## config.mk

```make
export PLATFORM = sky130hd
export DESIGN_NAME = traceback_unit
export DESIGN_NICKNAME = d
export VERILOG_FILES = /design/src/rtl/traceback_unit.sv
export SDC_FILE = /design/constraint.sdc
export NUM_CORES = 1
export LEC_CHECK = 0
export ABC_AREA = 1
export BUFFER_PORTS_ARGS = -buffer_cell sky130_fd_sc_hd__clkbuf_2
export CAP_MARGIN = 5
export CORE_MARGIN = 5
export CORE_UTILIZATION = 45
export DETAILED_ROUTE_END_ITERATION = 12
export PLACE_DENSITY = 0.66
export REMOVE_ABC_BUFFERS = 1
export SETUP_SLACK_MARGIN = 0.2
export SKIP_LAST_GASP = 1
export SLEW_MARGIN = 0
export SYNTH_ARGS = -nofsm -noshare
export SYNTH_HDL_FRONTEND = slang
export SYNTH_SLANG_ARGS = --single-unit
```

## constraint.sdc

```tcl
create_clock -name clk -period 3.3 [get_ports clk]
set_input_delay 0.66 -clock clk [delete_from_list [all_inputs] [get_ports clk]]
set_output_delay 0.66 -clock clk [all_outputs]
set_load 0.05 [all_outputs]
```

## src/rtl/traceback_unit.sv

```systemverilog
// Traceback walker for an (N+1)x(N+1) alignment direction matrix, (N,N) to (0,0).
// Define TRACEBACK_ERR_CHECK_EN to flag invalid codes instead of coercing them.
module traceback_unit #(
    parameter int N = 5,
    parameter int addr_lenght = $clog2((N+1)*(N+1)-1),
    parameter int IW = $clog2(N+1)
) (
    input  logic                    clk,
    input  logic                    rst,
    input  logic                    start,
    input  logic signed [2:0]       dout,
    output logic                    en_dout,
    output logic [addr_lenght:0]    addr_dout,
    output logic                    step_valid,
    input  logic                    step_ready,
    output logic [2:0]              step_dir,
    output logic [IW-1:0]           step_i,
    output logic [IW-1:0]           step_j,
    output logic                    busy,
    output logic                    done,
    output logic                    error
);

    localparam int AW = addr_lenght + 1;
    localparam logic [2:0] DIAG = 3'b001;
    localparam logic [2:0] UP   = 3'b010;
    localparam logic [2:0] LEFT = 3'b100;

    typedef enum logic [2:0] {IDLE, RD, CAP, EMIT, FIN} state_t;

    state_t        state;
    logic [IW-1:0] i_q;
    logic [IW-1:0] j_q;
    logic [IW-1:0] ni;
    logic [IW-1:0] nj;
    logic [2:0]    code;
    logic [2:0]    cap_dir;
    logic          onehot;
    logic          cap_bad;

    function automatic logic [AW-1:0] addr_of(
        input logic [IW-1:0] r,
        input logic [IW-1:0] c
    );
        return AW'(r) * AW'(N + 1) + AW'(c);
    endfunction

    assign step_i = i_q;
    assign step_j = j_q;

    always_comb begin
        code    = $unsigned(dout);
        onehot  = (code == DIAG) || (code == UP) || (code == LEFT);
        cap_dir = onehot ? code : DIAG;
    end

`ifdef TRACEBACK_ERR_CHECK_EN
    // Reads only happen with i>0 and j>0, but keep the underflow check explicit.
    assign cap_bad = !onehot
                   || ((code[0] || code[1]) && (i_q == '0))
                   || ((code[0] || code[2]) && (j_q == '0));
`else
    assign cap_bad = 1'b0;
    assign error   = 1'b0;
`endif

    // Index update for the presented step; saturates at zero.
    always_comb begin
        ni = i_q;
        nj = j_q;
        if ((step_dir[0] || step_dir[1]) && (i_q != '0))
            ni = i_q - IW'(1);
        if ((step_dir[0] || step_dir[2]) && (j_q != '0))
            nj = j_q - IW'(1);
    end

    always_ff @(posedge clk or negedge rst) begin
        if (!rst) begin
            state      <= IDLE;
            i_q        <= '0;
            j_q        <= '0;
            addr_dout  <= '0;
            en_dout    <= 1'b0;
            step_valid <= 1'b0;
            step_dir   <= '0;
            busy       <= 1'b0;
            done       <= 1'b0;
`ifdef TRACEBACK_ERR_CHECK_EN
            error      <= 1'b0;
`endif
        end else begin
            unique case (state)
                IDLE: begin
                    if (start) begin
                        state     <= RD;
                        i_q       <= IW'(N);
                        j_q       <= IW'(N);
                        addr_dout <= addr_of(IW'(N), IW'(N));
                        en_dout   <= 1'b1;
                        busy      <= 1'b1;
`ifdef TRACEBACK_ERR_CHECK_EN
                        error     <= 1'b0;
`endif
                    end
                end
                RD: begin
                    en_dout <= 1'b0;
                    state   <= CAP;
                end
                CAP: begin
                    if (cap_bad) begin
`ifdef TRACEBACK_ERR_CHECK_EN
                        error <= 1'b1;
`endif
                        done  <= 1'b1;
                        state <= FIN;
                    end else begin
                        step_dir   <= cap_dir;
                        step_valid <= 1'b1;
                        state      <= EMIT;
                    end
                end
                EMIT: begin
                    if (step_ready) begin
                        i_q <= ni;
                        j_q <= nj;
                        if ((ni == '0) && (nj == '0)) begin
                            step_valid <= 1'b0;
                            done       <= 1'b1;
                            state      <= FIN;
                        end else if (ni == '0) begin
                            step_dir <= LEFT;
                        end else if (nj == '0) begin
                            step_dir <= UP;
                        end else begin
                            step_valid <= 1'b0;
                            en_dout    <= 1'b1;
                            addr_dout  <= addr_of(ni, nj);
                            state      <= RD;
                        end
                    end
                end
                FIN: begin
                    done  <= 1'b0;
                    busy  <= 1'b0;
                    state <= IDLE;
                end
                default: state <= IDLE;
            endcase
        end
    end

endmodule

```

==> flow_metrics.py <==
metrics = {
    "drt": {
        "drt-total-wl_microns": 3270,
        "viasPerCell": 4.75,
        "first_iter_violations": 61,
        "drc": 0,
        "wl_per_cell_microns": 11.1,
        "detail_route.first_pass.iterations": 4,
        "vias": 1397,
        "ant_nets": 0,
    },
    "clock_tree": {
        "cts_buffers": 3,
        "cts_buffer_depth": 2,
        "cts_sinks": 23,
        "hold_buffers": 0,
        "root_buffer": "clkbuf_8",
        "path_clk_slew_ns": 0.09,
        "clock_latency_ns": 0.27,
        "h-tree-depth": 1,
        "postCtsSetupBuffers": 0,
        "cts_tree": "done",
        "cts_resized": 0,
    },
    "synthesis": {
        "synth_top_area_cell": "dfrtp_1",
        "synth_ff_type": "dfrtp_1",
        "netlist_instances": 219,
        "synth_area_sq_um": 1700,
        "synth_seq_cells": 23,
        "synth_edf_count": 0,
        "synth_area_per_cell_sq_um": 7.74,
        "synthArstFlopShare_pct": 100,
        "yosysSeqAreaShare_pct": 33.9,
        "synth_common_cells": "49 x nand2_1, 38 x inv_1, 23 x dfrtp_1",
        "yosysMostFrequentCell": "nand2_1",
        "yosysWarnings": 0,
        "synthTopCellsByArea": "dfrtp_1 34%, nand2_1 11%, inv_1 8.4%",
        "synth_top_area_share_pct": 33.9,
        "ys_types": 30,
    },
    "sta": {
        "finalCritPeriodShare_pct": 78.2,
        "max_freq_ghz": 0.388,
        "fin_setup_tns_ns": 0,
        "fin_crit_ns": 2.58,
        "hold_viol_final": 0,
        "final.setup_skew_ns": 0.00813,
        "tightest_slew_ns": 0.598,
        "worst_slack_ns": 0.720,
        "finalSetupViolations": 0,
        "rsz0062_at_grt": "no",
        "finalHoldWorstSlack_ns": 0.369,
        "relSlewSlack_pct": 60.1,
        "drv_slew": 0,
    },
    "grt": {
        "grtUsageMet2_pct": 22.8,
        "grt_pass1_wl_microns": 5710,
        "grt_max_degree": 24,
        "use_met3_pct": 3.37,
        "top_usage_layer": "met2",
        "grt.overflow.total": 0,
        "grt_pass1_vias": 1325,
        "antenna_found_initial": 0,
        "grt_usage_pct": 14.0,
        "met1_usage_pct": 18.8,
    },
    "place": {
        "io_buffers": 26,
        "hpwlAfterDp_microns": 2530,
        "place_congestion": 0.831,
        "dpl_worst_slack_ns": 0.732,
        "placed_cells": 290,
    },
    "floorplanning": {
        "die_h_microns": 71.4,
        "io_pins": 28,
        "die_x_microns": 71.4,
        "fp.dieArea_sq_um": 5100,
        "core-area_sq_um": 3660,
        "placementRows": 22,
        "start_util_pct": 46.3,
    },
    "cells_and_area": {
        "final_layout_size_suffix_gt1_share_pct": 27.6,
        "area_growth_pct": 12.0,
        "finalNetCount": 266,
        "layout.cells.non_filler": 294,
        "antenna_cells": 0,
        "fillers": 369,
    },
    "worst_setup_path": {
        "path_cells": "inv_1 > ha_1 > inv_1 > nor2_1 > nor2_4 > inv_1 > o21ai_0 > ha_1 > inv_1 > fa_1 > nor2_1 > nand2_1 > nand2_1 > nand2_1 > nor2_1 > nor2_1",
        "end_kind": "register",
        "critPathTopFamily": "adder cells",
        "cp_slowest_cell": "fa_1",
        "cpPeakStageDelay_ns": 0.48,
        "cp_data_arrival_time_ns": 2.76,
        "crit_fanout": 3,
        "start_kind": "register",
        "worstPathRequired_ns": 3.48,
        "r2r_slack_ns": 0.72,
        "crit_buf_inv": 4,
        "worst-setup-path-type": "register to register",
    },
    "worst_hold_path": {
        "hp-class": "input port to asynchronous set/reset pin",
    },
    "job": {
        "drv_cap": 0,
    },
    "run_status": {
        "status": "finished clean",
    },
}
## cell usage in the layout (no fill, tap or decap), types with 2 or more instances in the layout
master / count
clkbuf_8: 3
o21ai_2: 4
nand4_1: 4
inv_1: 38
fa_1: 2
nor2_1: 22
a21oi_1: 3
nor2_2: 2
nand3b_1: 2
nand2_4: 6
nand3_1: 11
clkbuf_2: 26
inv_2: 5
nand2_1: 49
ha_1: 10
dfrtp_1: 23
o21ai_0: 4
a21oi_4: 2
o22ai_1: 4
nand2_2: 15
a22oi_1: 2
## kinds of logic (layout without fill, tap and decap cells)
| logic type | count (synthesis) | after routing | share of synthesized area, % |
|---|---|---|---|
| xor+xnor | 1 | 1 | 0.517 |
| flops | 23 | 23 | 33.9 |
| fa+ha+maj | 12 | 12 | 9.74 |
| simple gates | 116 | 116 | 35.3 |
| other cells | 1 | 1 | 0.221 |
| compound gates | 20 | 20 | 8.78 |
| buf+inv | 46 | 73 | 11.4 |
## state kept, by name (all words and copies together), names as in the netlist
name / count
en_dout: 1
done: 1
step_i: 3
addr_dout: 7
step_j: 3
step_dir: 3
step_valid: 1
busy: 1
state: 3
## layer usage
layer	vias up	part of all wire (%)
met5	-	0
met4	0	1.0
met3	4	4.1
met2	27	48
met1	639	47
li1	727	-
## final cells by class
class | instances | area [sq um] | share of cell area (%)
inverter | 43 | 161 | 8.50
sequential | 23 | 576 | 30.3
timing repair buffer | 26 | 130 | 6.85
tap | 48 | 60.1 | 3.16
clock buffer | 3 | 41.3 | 2.17
clock inverter | 1 | 5.00 | 0.264
multi-input combinational | 150 | 926 | 48.7
## final timing paths
check / cells past startpoint / end / startpoint
worst max-delay path: 16 / addr_dout[5] / step_i[0]
worst min-delay path: 1 / step_i[2] / rst
worst max register to register: 16 / addr_dout[5] / step_i[0]
worst min register to register: 2 / step_valid / step_valid
max in group asynchronous: 1 / step_dir[0] / rst
min in group clk: 2 / step_valid / step_valid
## stage by stage
| stage | util [%] | instance area (sq um) |
|---|---|---|
| 6_report | 51.9 | 1900 |
| 3_3_place_gp | 50.6 | 1850 |
| 5_1_grt | 51.9 | 1900 |
| 2_1_floorplan | - | 1660 |
| 3_5_place_dp | 50.6 | 1850 |
| 4_1_cts | 51.9 | 1900 |
Power is left out: the tool's default activity adds up to more than one toggle a clock period on the data nets, which glitch-free logic cannot reach.
